File: config.mk
export PLATFORM = sky130hd
export DESIGN_NAME = paddle_controller
export DESIGN_NICKNAME = d
export VERILOG_FILES = /design/src/rtl/pong_pkg.sv /design/src/rtl/button_debounce.sv /design/src/rtl/paddle_controller.sv
export SDC_FILE = /design/constraint.sdc
export NUM_CORES = 1
export LEC_CHECK = 0
export ABC_AREA = 1
export CORE_MARGIN = 2
export CORE_UTILIZATION = 50
export DETAILED_ROUTE_END_ITERATION = 12
export GPL_TIMING_DRIVEN = 0
export PLACE_DENSITY = 0.67
export SETUP_SLACK_MARGIN = 0.15
export SYNTH_ARGS = -nofsm -noshare
export SYNTH_HDL_FRONTEND = slang
export SYNTH_SLANG_ARGS = --single-unit
File: constraint.sdc
create_clock -name clk -period 5.05 [get_ports clk]
set_clock_uncertainty 0.2 [all_clocks]
set_input_delay 1.515 -clock clk [delete_from_list [all_inputs] [get_ports clk]]
set_output_delay 1.515 -clock clk [all_outputs]
set_load 0.005 [all_outputs]
File: src/rtl/pong_pkg.sv
// Shared game-state encoding and default playfield geometry for the pong blocks.
package pong_pkg;

  typedef enum logic [1:0] {
    IDLE  = 2'd0,
    SERVE = 2'd1,
    PLAY  = 2'd2,
    PAUSE = 2'd3
  } game_state_t;

  localparam int FIELD_H_DEF  = 480;
  localparam int PADDLE_H_DEF = 64;
  localparam int STEP_DEF     = 8;
  localparam int MAX_PEND_DEF = 7;

endpackage

File: src/rtl/button_debounce.sv
// Two-flop synchroniser plus stability-count debouncer; pulses press on each accepted 0->1.
module button_debounce #(
  parameter int DEB_CYCLES = 250000
) (
  input  logic clk,
  input  logic rst_n,
  input  logic btn,
  output logic press
);

  localparam int CNT_W = (DEB_CYCLES > 1) ? $clog2(DEB_CYCLES) : 1;
  localparam logic [CNT_W-1:0] CNT_LAST = CNT_W'(DEB_CYCLES - 1);

  logic [1:0]       sync;
  logic             level;
  logic [CNT_W-1:0] cnt;

  always_ff @(posedge clk) begin
    if (!rst_n) begin
      sync  <= '0;
      level <= 1'b0;
      cnt   <= '0;
      press <= 1'b0;
    end else begin
      sync  <= {sync[0], btn};
      press <= 1'b0;
      // Any cycle agreeing with the accepted level restarts the stability window.
      if (sync[1] != level) begin
        if (cnt == CNT_LAST) begin
          level <= sync[1];
          press <= sync[1];
          cnt   <= '0;
        end else begin
          cnt <= cnt + CNT_W'(1);
        end
      end else begin
        cnt <= '0;
      end
    end
  end

endmodule

File: src/rtl/paddle_controller.sv
// Pong paddle positioning from encoder detents plus the serve/play/pause game FSM.
module paddle_controller
  import pong_pkg::*;
#(
  parameter int FIELD_H    = FIELD_H_DEF,
  parameter int PADDLE_H   = PADDLE_H_DEF,
  parameter int STEP       = STEP_DEF,
  parameter int MAX_PEND   = MAX_PEND_DEF,
  parameter int DEB_CYCLES = 250000
) (
  input  logic       clk,
  input  logic       rst_n,
  input  logic       p1_up,
  input  logic       p1_down,
  input  logic       p2_up,
  input  logic       p2_down,
  input  logic       p1_button,
  input  logic       p2_button,
  input  logic       frame_tick,
  input  logic       point_scored,
  output logic [9:0] p1_y,
  output logic [9:0] p2_y,
  output logic [1:0] state,
  output logic       server,
  output logic       serve_start
);

  localparam int NUM_P = 2;
  localparam int YMAX  = FIELD_H - PADDLE_H;
  localparam int CW    = $clog2(MAX_PEND + 1) + 1;
  localparam logic [9:0]          CENTRE = 10'(YMAX / 2);
  localparam logic signed [CW:0]  PMAX   = (CW+1)'(MAX_PEND);
  localparam logic signed [CW:0]  PMIN   = -PMAX;
  localparam logic signed [11:0]  YMAX_S = 12'(YMAX);
  localparam logic signed [11:0]  STEP_S = 12'(STEP);

  game_state_t                 st;
  logic [NUM_P-1:0]            up, dn, btn, press;
  logic [NUM_P-1:0][9:0]       y;
  logic [NUM_P-1:0][CW-1:0]    cnt;
  logic signed [1:0]           dlt  [NUM_P];
  logic signed [CW:0]          sum  [NUM_P];
  logic [CW-1:0]               sat  [NUM_P];
  logic signed [11:0]          ny   [NUM_P];
  logic [9:0]                  nyc  [NUM_P];
  logic                        active, any_press;

  assign up  = {p2_up, p1_up};
  assign dn  = {p2_down, p1_down};
  assign btn = {p2_button, p1_button};

  for (genvar i = 0; i < NUM_P; i++) begin : g_deb
    button_debounce #(.DEB_CYCLES(DEB_CYCLES)) u_deb (
      .clk   (clk),
      .rst_n (rst_n),
      .btn   (btn[i]),
      .press (press[i])
    );
  end

  assign any_press = |press;
  assign active    = (st == SERVE) || (st == PLAY);

  always_comb begin
    for (int i = 0; i < NUM_P; i++) begin
      dlt[i] = (up[i] & ~dn[i]) ? 2'sb01 : (dn[i] & ~up[i]) ? 2'sb11 : 2'sb00;
      sum[i] = $signed({cnt[i][CW-1], cnt[i]}) + (CW+1)'(dlt[i]);
      sat[i] = (sum[i] > PMAX) ? PMAX[CW-1:0] :
               (sum[i] < PMIN) ? PMIN[CW-1:0] : sum[i][CW-1:0];
      // Widened signed math so the clamp sees true under/overshoot, never a wrap.
      ny[i]  = $signed({2'b00, y[i]}) - 12'($signed(cnt[i])) * STEP_S;
      nyc[i] = (ny[i] < 0)      ? 10'd0 :
               (ny[i] > YMAX_S) ? YMAX_S[9:0] : ny[i][9:0];
    end
  end

  always_ff @(posedge clk) begin
    if (!rst_n) begin
      st          <= IDLE;
      server      <= 1'b0;
      serve_start <= 1'b0;
      y           <= {NUM_P{CENTRE}};
      cnt         <= '0;
    end else begin
      serve_start <= 1'b0;
      // A tick reloads the count with this cycle's own detent so none is dropped.
      for (int i = 0; i < NUM_P; i++) begin
        if (active) begin
          if (frame_tick) begin
            y[i]   <= nyc[i];
            cnt[i] <= CW'(dlt[i]);
          end else begin
            cnt[i] <= sat[i];
          end
        end else begin
          cnt[i] <= '0;
        end
      end
      case (st)
        IDLE: if (any_press) begin
          st <= SERVE;
          y  <= {NUM_P{CENTRE}};
        end
        SERVE: if (press[server]) begin
          st          <= PLAY;
          serve_start <= 1'b1;
        end
        PLAY: begin
          if (point_scored) begin
            st     <= SERVE;
            server <= ~server;
          end else if (any_press) begin
            st <= PAUSE;
          end
        end
        PAUSE: if (any_press) st <= PLAY;
        default: st <= IDLE;
      endcase
    end
  end

  assign state = st;
  assign p1_y  = y[0];
  assign p2_y  = y[1];

endmodule

==> impl_metrics.env, run 1 <==
export IMPL_synthArstFlopShare=0
export IMPL_die_area_sq_um=9710
export IMPL_synth_seq_cells=76
export IMPL_max_slew_margin=0.651
export IMPL_critPathKind="in2reg"
export IMPL_grt_pass1_vias=3749
export IMPL_yosysWarnings=0
export IMPL_htree_levels=3
export IMPL_viasPerCell=5.02
export IMPL_ys_seq_area_frac=0.341
export IMPL_ant_nets=0
export IMPL_synthCells=633
export IMPL_synth_edf_count=0
export IMPL_antenna_found_initial=0
export IMPL_crit_path_end_kind="flip-flop"
export IMPL_synth_main_ff_cell="dfxtp_1"
export IMPL_wire_per_inst_um=11.5
export IMPL_rsz0062_at_grt="false"
export IMPL_drc=0
export IMPL_core_sq_um=8680
export IMPL_start_util=0.515
export IMPL_met2_length_mm=4.36
export IMPL_wl_mm=9.07
export IMPL_synth_top_area_cell="dfxtp_1"
export IMPL_wl_met3_um=304
export IMPL_syn_to_final_growth_pct=15.6
export IMPL_startpoint="p2_up"
export IMPL_io_pins=34
export IMPL_overflow=0
export IMPL_fmax_mhz=273
export IMPL_vias=3964
export IMPL_top_layer_used="met4"
export IMPL_cts_root_buf="clkbuf_8"
export IMPL_avgSynthCellArea_sq_um=7.06
export IMPL_grt_max_degree=14
export IMPL_clockBufferDepth=2
export IMPL_cts_resized=0
export IMPL_cts_setup_buffers=0
export IMPL_grt_first_pass_wirelength_mm=15.6
export IMPL_port_buffers=32
export IMPL_clk_latency_ps=350
export IMPL_synth_area_leaders="dfxtp_1, nand2_1, ha_1"
export IMPL_drt_first_iter_violations=148
export IMPL_timing_critical_path_fanout_max=3
export IMPL_r2r_start="p1_y[3]$_SDFF_PN0_"
export IMPL_hold_path_class="reg2reg"
export IMPL_clk_pin_slew_ps=70
export IMPL_cts_tree="done"
export IMPL_nets=723
export IMPL_post_route_util=0.595
export IMPL_cp_data_required_time_ps=5120
export IMPL_ir_drop_mv=0.166
export IMPL_place_congestion=0.868
export IMPL_m1WireLength_mm=4.28
export IMPL_syn_area_sq_um=4470
export IMPL_die_x_um=98.5
export IMPL_hpwl_mm=7.10
export IMPL_power_density_nw_per_um2=414
export IMPL_period_share=0.724
export IMPL_num_antenna_cells=0
export IMPL_cts_sinks=76
export IMPL_yosysMostFrequentCell="nand2_1"
export IMPL_setup_viol=0
export IMPL_track_usage=0.194
export IMPL_fin_tns_setup_ps=0
export IMPL_min_period_ps=3660
export IMPL_leakagePower_nw=2.20
export IMPL_cts_buffers=9
export IMPL_postCtsHoldBufs=0
export IMPL_worst_slew_pin_slew_ps=520
export IMPL_cap_violations=0
export IMPL_report_final_slew_viol_count=0
export IMPL_dr_pass1_iters=4
export IMPL_synth_top_area_frac=0.341
export IMPL_crit_arrival_ps=3730
export IMPL_synthDistinctLibCells=41
export IMPL_status="complete, no violations"
export IMPL_synthTopCellsByCount="nand2_1, inv_1, dfxtp_1"
export IMPL_synth_nets=680
export IMPL_die_h_um=98.5
export IMPL_worstHoldStart="g_deb[0].u_deb.sync[0]$_SDFF_PN0_"
export IMPL_start_kind="input port"
export IMPL_hold_violations=0
export IMPL_fill_cells=829
export IMPL_rows=34
export IMPL_final_layout_size_suffix_gt1_frac=0.0690
## per-layer routing
metal / GRT usage / vias up
li1: - / 2112
met1: 0.238 / 1789
met2: 0.339 / 53
met3: 0.0418 / 10
met4: 0.0643 / 0
met5: 0 / -
## flip-flops by register name, summed over array words and instances, names as in the netlist
name               flops
g_deb.u_deb.cnt       36
server                 1
g_deb.u_deb.press      2
p1_y                  10
p2_y                  10
g_deb.u_deb.level      2
state                  2
g_deb.u_deb.sync       4
serve_start            1
cnt                    8
## final cells by class
class / count / area, sq um / area share
Inverter: 110 / 413 / 0.0800
Timing Repair Buffer: 32 / 320 / 0.0620
Multi-Input combinational cell: 442 / 2510 / 0.486
Clock buffer: 10 / 128 / 0.0247
Buffer: 5 / 25.0 / 0.00485
Clock inverter: 6 / 113 / 0.0218
Sequential cell: 76 / 1520 / 0.295
Tap cell: 108 / 135 / 0.0262
## per-stage QoR
step                      cells  instance area, sq um  setup slack [ps]  power [mW]  hold slack [ps]
after global placement      773                  4920              1030        1.58              193
after detailed placement    773                  4920              1010        1.59              204
final                       789                  5160              1390        2.14              218
after floorplan             633                  4470              1720        1.36              190
after CTS                   789                  5160              1370        2.16              222
after global routing        789                  5160              1190        2.32              241
## final timing paths
check	to	slack (ps)	cells past startpoint
max	cnt[6]$_SDFF_PN0_	1390	14
min	g_deb[0].u_deb.sync[1]$_SDFF_PN0_	220	2
max reg2reg	p1_y[2]$_SDFF_PN0_	2670	14
min reg2reg	g_deb[0].u_deb.sync[1]$_SDFF_PN0_	220	2
## critical path, cell delays in order
cell             delay, ps
clkdlybuf4s50_1        460
inv_1                   50
ha_1                   280
inv_1                   80
ha_1                   170
inv_1                   50
fa_1                   390
nor2_1                 120
nor4_1                  50
a21oi_1                160
inv_1                   70
nand2_1                100
nand3_1                 90
a21oi_1                140
## cells in the final DEF (no fill, tap or decap), types with 7 or more instances in the layout
| master | Yosys | final |
|---|---|---|
| nand2_1 | 149 | 149 |
| inv_1 | 105 | 105 |
| dfxtp_1 | 76 | 76 |
| a21oi_1 | 52 | 52 |
| nor2_1 | 51 | 51 |
| nand3_1 | 45 | 45 |
| ha_1 | 33 | 33 |
| clkdlybuf4s50_1 | 0 | 32 |
| nor3_1 | 20 | 20 |
| xor2_1 | 16 | 16 |
| nand4_1 | 9 | 9 |
| clkbuf_8 | 0 | 9 |
| nor2_2 | 8 | 8 |
| o21ai_0 | 7 | 7 |
## logic make-up (layout without fill, tap and decap cells)
logic type      Yosys count  after routing  share of synthesized area
buf+inv                 115            163                     0.0980
flops                    76             76                      0.341
fa+ha+maj                37             37                      0.110
simple gates            310            310                      0.319
xor+xnor                 18             18                     0.0353
compound gates           76             76                     0.0947
mux                       1              1                    0.00224
## report_power, final
part	switching, mW	leakage, nW	internal, mW	total [mW]
logic	0.536	1.46	0.356	0.893
clock network	0.229	0.120	0.329	0.558
registers	0.0457	0.615	0.644	0.689
total	0.811	2.20	1.33	2.14
No activity file was read; power rests on OpenSTA's default activity.
==> run 2: changes to the inputs <==
Settings changed: PLACE_DENSITY 0.67 to 0.7.
Clock period 5.05 ns to 3.2 ns, I/O delays scaled along.
==> run 2 against run 1 <==
  * Routed wire length is 3.6% higher
  * Non-clock buffer count is 3 higher
  * Critical endpoint is now cnt[2]$_SDFF_PN0_
  * Die area stayed put
  * Combinational power is 62% higher
==> impl_metrics.env, run 2 (synthesis gave the netlist of run 1 again) <==
export IMPL_ant_nets=0
export IMPL_track_usage=0.200
export IMPL_start_kind="input port"
export IMPL_wire_per_inst_um=11.9
export IMPL_rsz0062_at_grt="false"
export IMPL_clockBufferDepth=2
export IMPL_postPlaceCellArea_sq_um=4920
export IMPL_final_cells=792
export IMPL_hold_violations=0
export IMPL_critPathKind="in2reg"
export IMPL_fin_area_sq_um=5310
export IMPL_critPathMaxStageDelay_ps=460
export IMPL_fin_tns_setup_ps=0
export IMPL_place_congestion=0.852
export IMPL_cts_buffers=9
export IMPL_most_common_layout_cells="nand2_1, inv_1, dfxtp_1"
export IMPL_wl_mm=9.39
export IMPL_power_density_nw_per_um2=647
export IMPL_num_antenna_cells=0
export IMPL_hold_path_class="reg2reg"
export IMPL_cts_root_buf="clkbuf_8"
export IMPL_fmax_mhz=338
export IMPL_critPathTopFamily="adder cells"
export IMPL_nets=726
export IMPL_port_buffers=32
export IMPL_crit_buf_inv=4
export IMPL_min_period_ps=2960
export IMPL_cp_data_required_time_ps=3290
export IMPL_viasPerCell=5.08
export IMPL_cts_sinks=76
export IMPL_finalWorstSetupSlack_ps=237
export IMPL_syn_to_final_growth_pct=18.7
export IMPL_grt_pass1_vias=3793
export IMPL_path_cells="clkdlybuf4s50_1 -> ha_1 -> inv_2 -> ha_4 -> inv_2 -> fa_2 -> nor2_4 -> nor4_4 -> a21oi_2 -> inv_1 -> nand2_2 -> nand3_2 -> a21oi_2"
export IMPL_antenna_found_initial=0
export IMPL_final_common_cell="nand2_1"
export IMPL_crit_path_end_kind="flip-flop"
export IMPL_io_pins=34
export IMPL_status="complete, no violations"
export IMPL_crit_arrival_ps=3050
export IMPL_core_sq_um=8680
export IMPL_worst_slew_pin_slew_ps=551
export IMPL_max_slew_margin=0.630
export IMPL_setup_viol=0
export IMPL_die_h_um=98.5
export IMPL_overflow=0
export IMPL_vias=4025
export IMPL_total_power_mw=3.43
export IMPL_placed_cells=773
export IMPL_clk_latency_ps=350
export IMPL_largest_register_ffs=36
export IMPL_htree_levels=3
export IMPL_ir_drop_mv=0.339
export IMPL_cts_tree="done"
export IMPL_grt_first_pass_wirelength_mm=16.1
export IMPL_clk_pin_slew_ps=90
export IMPL_start_util=0.515
export IMPL_die_area_sq_um=9710
export IMPL_timing_critical_path_fanout_max=3
export IMPL_final_layout_size_suffix_gt1_frac=0.107
export IMPL_postCtsHoldBufs=0
export IMPL_hpwl_mm=7.10
export IMPL_rows=34
export IMPL_regMostFlops="g_deb.u_deb.cnt"
export IMPL_drc=0
export IMPL_leakagePower_nw=2.24
export IMPL_drt_first_iter_violations=152
export IMPL_grt_max_degree=15
export IMPL_die_x_um=98.5
export IMPL_period_share=0.926
export IMPL_report_final_slew_viol_count=0
export IMPL_cap_violations=0
export IMPL_cp_slowest_cell="clkdlybuf4s50_1"
export IMPL_dp_worst_setup_slack_ps=-313
export IMPL_dr_pass1_iters=5
run 2: changes by cell type in the layout (fill, tap and decap cells not counted), sizes merged:
cell / change
buf: +3
clkbuf: -1
clkdlybuf4s50: -3
clkinv: -1
clkinvlp: +1
dlymetal6s2s: +3
inv: +1
run 2: what timing repair did:
action / 4_1_cts / 5_1_grt
resized for setup: 7 / 22
setup buffers: 1 / 2
pin swaps: 6 / 17
setup endpoints to repair: 5 / 6
run 2: worst reg2reg max path: stages, from the launching register on:
cell     delay, ps
dfxtp_1        390
ha_1           160
inv_1           70
fa_1           400
nand3_1        100
nand2_1        120
nand3_1        110
nand3_1         90
nand2_1        100
inv_1           70
nor2_1         200
nand4_1        190
a21oi_1        190
run 2: final cells by class:
type	instances	area, sq um
Fill cell	794	3370
Buffer	5	25.0
Clock buffer	9	124
Inverter	110	413
Sequential cell	76	1520
Multi-Input combinational cell	442	2610
Timing Repair Buffer	35	350
Clock inverter	7	124
Tap cell	108	135
run 2: layer usage:
layer	part of all wire	up-vias	track usage
met5	0	-	0
met4	0.014	0	0.0664
met3	0.032	14	0.0433
met2	0.50	60	0.352
met1	0.45	1829	0.243
li1	-	2122	-
run 2: per-stage QoR:
stage,hold slack (ps),utilization
after CTS,219,0.599
final,221,0.611
after floorplan,190,-
after detailed placement,205,0.567
after global placement,193,0.567
after global routing,247,0.611
run 2: worst paths after layout:
kind / cells past startpoint / end / slack (ps) / from
max: 13 / cnt[2]$_SDFF_PN0_ / 240 / p1_down
min: 2 / g_deb[0].u_deb.sync[1]$_SDFF_PN0_ / 220 / g_deb[0].u_deb.sync[0]$_SDFF_PN0_
max reg2reg: 12 / p1_y[3]$_SDFF_PN0_ / 730 / cnt[0]$_SDFF_PN0_
min reg2reg: 2 / g_deb[0].u_deb.sync[1]$_SDFF_PN0_ / 220 / g_deb[0].u_deb.sync[0]$_SDFF_PN0_
run 2: where the power goes:
group	switching, mW	internal, mW	total [mW]
Combinational	0.869	0.580	1.45
Clock	0.373	0.523	0.896
Sequential	0.0715	1.02	1.09
==> run 3: changes to the inputs <==
Settings changed: CORE_ASPECT_RATIO set to 1.1, PLACE_DENSITY 0.7 to 0.69, SYNTH_HIERARCHICAL set to 1.
==> run 3 against run 2 <==
  * Routed wire length up 5.2%
  * Core utilization fell by 1.6 points
  * Non-clock buffer count fell by 1
  * Via count up 6.2%
  * Synthesized area rose by 5.9%
  * Worst hold slack worse by 4.0 ps
  * Critical endpoint unchanged
==> impl_metrics.env, run 3 <==
export IMPL_crit_arrival_ps=3000
export IMPL_drt_first_iter_violations=178
export IMPL_final_common_cell="nand2_1"
export IMPL_synthTopCellsByCount="nand2_1, inv_1, nor2_1"
export IMPL_wl_mm=9.89
export IMPL_htree_levels=3
export IMPL_max_slew_margin=0.433
export IMPL_drc=0
export IMPL_io_pins=34
export IMPL_cts_tree="done"
export IMPL_cts_sinks=76
export IMPL_timing_critical_path_fanout_max=3
export IMPL_clk_pin_slew_ps=70
export IMPL_largest_register_ffs=36
export IMPL_ant_nets=0
export IMPL_fin_tns_setup_ps=0
export IMPL_antenna_found_initial=0
export IMPL_synth_top_area_cell="dfxtp_1"
export IMPL_cp_data_required_time_ps=3290
export IMPL_core_sq_um=9260
export IMPL_synth_main_ff_cell="dfxtp_1"
export IMPL_met2_length_mm=4.62
export IMPL_min_period_ps=2910
export IMPL_port_buffers=33
export IMPL_synth_edf_count=0
export IMPL_clockBufferDepth=2
export IMPL_regMostFlops="g_deb.u_deb/cnt"
export IMPL_finalWorstSetupSlack_ps=290
export IMPL_dr_pass1_iters=4
export IMPL_avgSynthCellArea_sq_um=6.81
export IMPL_syn_area_sq_um=4730
export IMPL_wire_per_inst_um=11.5
export IMPL_syn_to_final_growth_pct=16.6
export IMPL_crit_path_end_kind="flip-flop"
export IMPL_final_layout_size_suffix_gt1_frac=0.105
export IMPL_nets=788
export IMPL_setup_viol=0
export IMPL_rsz0062_at_grt="false"
export IMPL_die_area_sq_um=10300
export IMPL_track_usage=0.202
export IMPL_place_congestion=0.893
export IMPL_synth_seq_cells=76
export IMPL_dp_worst_setup_slack_ps=-348
export IMPL_synthDistinctLibCells=35
export IMPL_fmax_mhz=344
export IMPL_die_h_um=106
export IMPL_report_final_slew_viol_count=0
export IMPL_yosysWarnings=6
export IMPL_wl_met3_um=415
export IMPL_grt_first_pass_wirelength_mm=17.2
export IMPL_hold_path_class="reg2reg"
export IMPL_status="complete, no violations"
export IMPL_power_density_nw_per_um2=592
export IMPL_grt_max_degree=15
export IMPL_placed_cells=845
export IMPL_critPathKind="in2reg"
export IMPL_synth_nets=742
export IMPL_postCtsHoldBufs=0
export IMPL_most_common_layout_cells="nand2_1, inv_1, nor2_1"
export IMPL_yosysMostFrequentCell="nand2_1"
export IMPL_synthCells=695
export IMPL_m1WireLength_mm=4.66
export IMPL_worst_slew_pin_slew_ps=845
export IMPL_start_util=0.511
export IMPL_start_kind="input port"
export IMPL_cts_root_buf="clkbuf_8"
export IMPL_period_share=0.909
export IMPL_num_antenna_cells=0
export IMPL_ir_drop_mv=0.256
export IMPL_overflow=0
export IMPL_leakagePower_nw=2.29
export IMPL_top_layer_used="met4"
export IMPL_cts_buffers=9
export IMPL_die_x_um=96.7
export IMPL_rows=37
export IMPL_fin_hold_ws_ps=217
export IMPL_hpwl_mm=7.62
export IMPL_synth_area_leaders="dfxtp_1, nand2_1, ha_1"
export IMPL_viasPerCell=4.96
export IMPL_grt_pass1_vias=4023
export IMPL_hold_violations=0
export IMPL_total_power_mw=3.27
export IMPL_final_cells=862
export IMPL_ys_seq_area_frac=0.322
export IMPL_cap_violations=0
export IMPL_synth_top_area_frac=0.322
export IMPL_clk_latency_ps=360
export IMPL_vias=4273
export IMPL_synthArstFlopShare=0
-- run 3: critical path, cell delays in order --
cell and delay (ps):
clkdlybuf4s50_1 470, inv_2 50, ha_4 210, inv_4 60, ha_4 120, inv_1 50
fa_2 380, xnor2_1 190, inv_1 80, nand3_1 70, nand2_1 70, nand2_2 100
nand3_2 80, a21oi_2 130
-- run 3: layout make-up --
cell class,count,area (sq um)
clock buffer,14,183
inverter,112,423
clock inverter,1,5.00
timing repair buffer,35,353
tap,117,146
sequential,76,1520
fill,882,3740
buffer,4,30.0
multi-input combinational,503,2850
-- run 3: path summary, 6_finish.rpt --
kind	from	end	slack, ps	cells after the start
min reg2reg	g_deb[0].u_deb/sync[0]$_SDFF_PN0_	g_deb[0].u_deb/sync[1]$_SDFF_PN0_	220	2
max reg2reg	p2_y[3]$_SDFF_PN0_	p2_y[1]$_SDFF_PN0_	740	13
min	g_deb[0].u_deb/sync[0]$_SDFF_PN0_	g_deb[0].u_deb/sync[1]$_SDFF_PN0_	220	2
max	p1_up	cnt[2]$_SDFF_PN0_	290	14
-- run 3: per-stage QoR --
step / util / area [sq um]
after CTS: 0.584 / 5410
after floorplan: - / 4730
after global placement: 0.562 / 5210
after global routing: 0.596 / 5520
final: 0.596 / 5520
after detailed placement: 0.562 / 5210
-- run 3: cell families (layout without fill, tap and decap cells) --
group	after synthesis	count (layout)	synth area share
flops	76	76	0.322
compound gates	65	65	0.0743
simple gates	370	370	0.347
buf+inv	116	166	0.0952
fa+ha+maj	37	37	0.104
mux	1	1	0.00212
xor+xnor	30	30	0.0556
-- run 3: where the power goes --
group | internal [mW] | switching, mW | total, mW
combinational | 0.581 | 0.897 | 1.48
sequential | 1.02 | 0.0689 | 1.08
clock | 0.362 | 0.342 | 0.704
total | 1.96 | 1.31 | 3.27
-- run 3: routing by layer --
metal,GRT usage,vias to the layer above
li1,-,2275
met1,0.245,1895
met2,0.349,86
met3,0.0493,17
met4,0.0704,0
met5,0,-
-- run 3: repair_timing --
item                                    4_1_cts  5_1_grt
setup buffers                                 0        2
endpoints found under the setup margin        5        8
pin swaps                                     0       12
gates resized for setup                       5       22
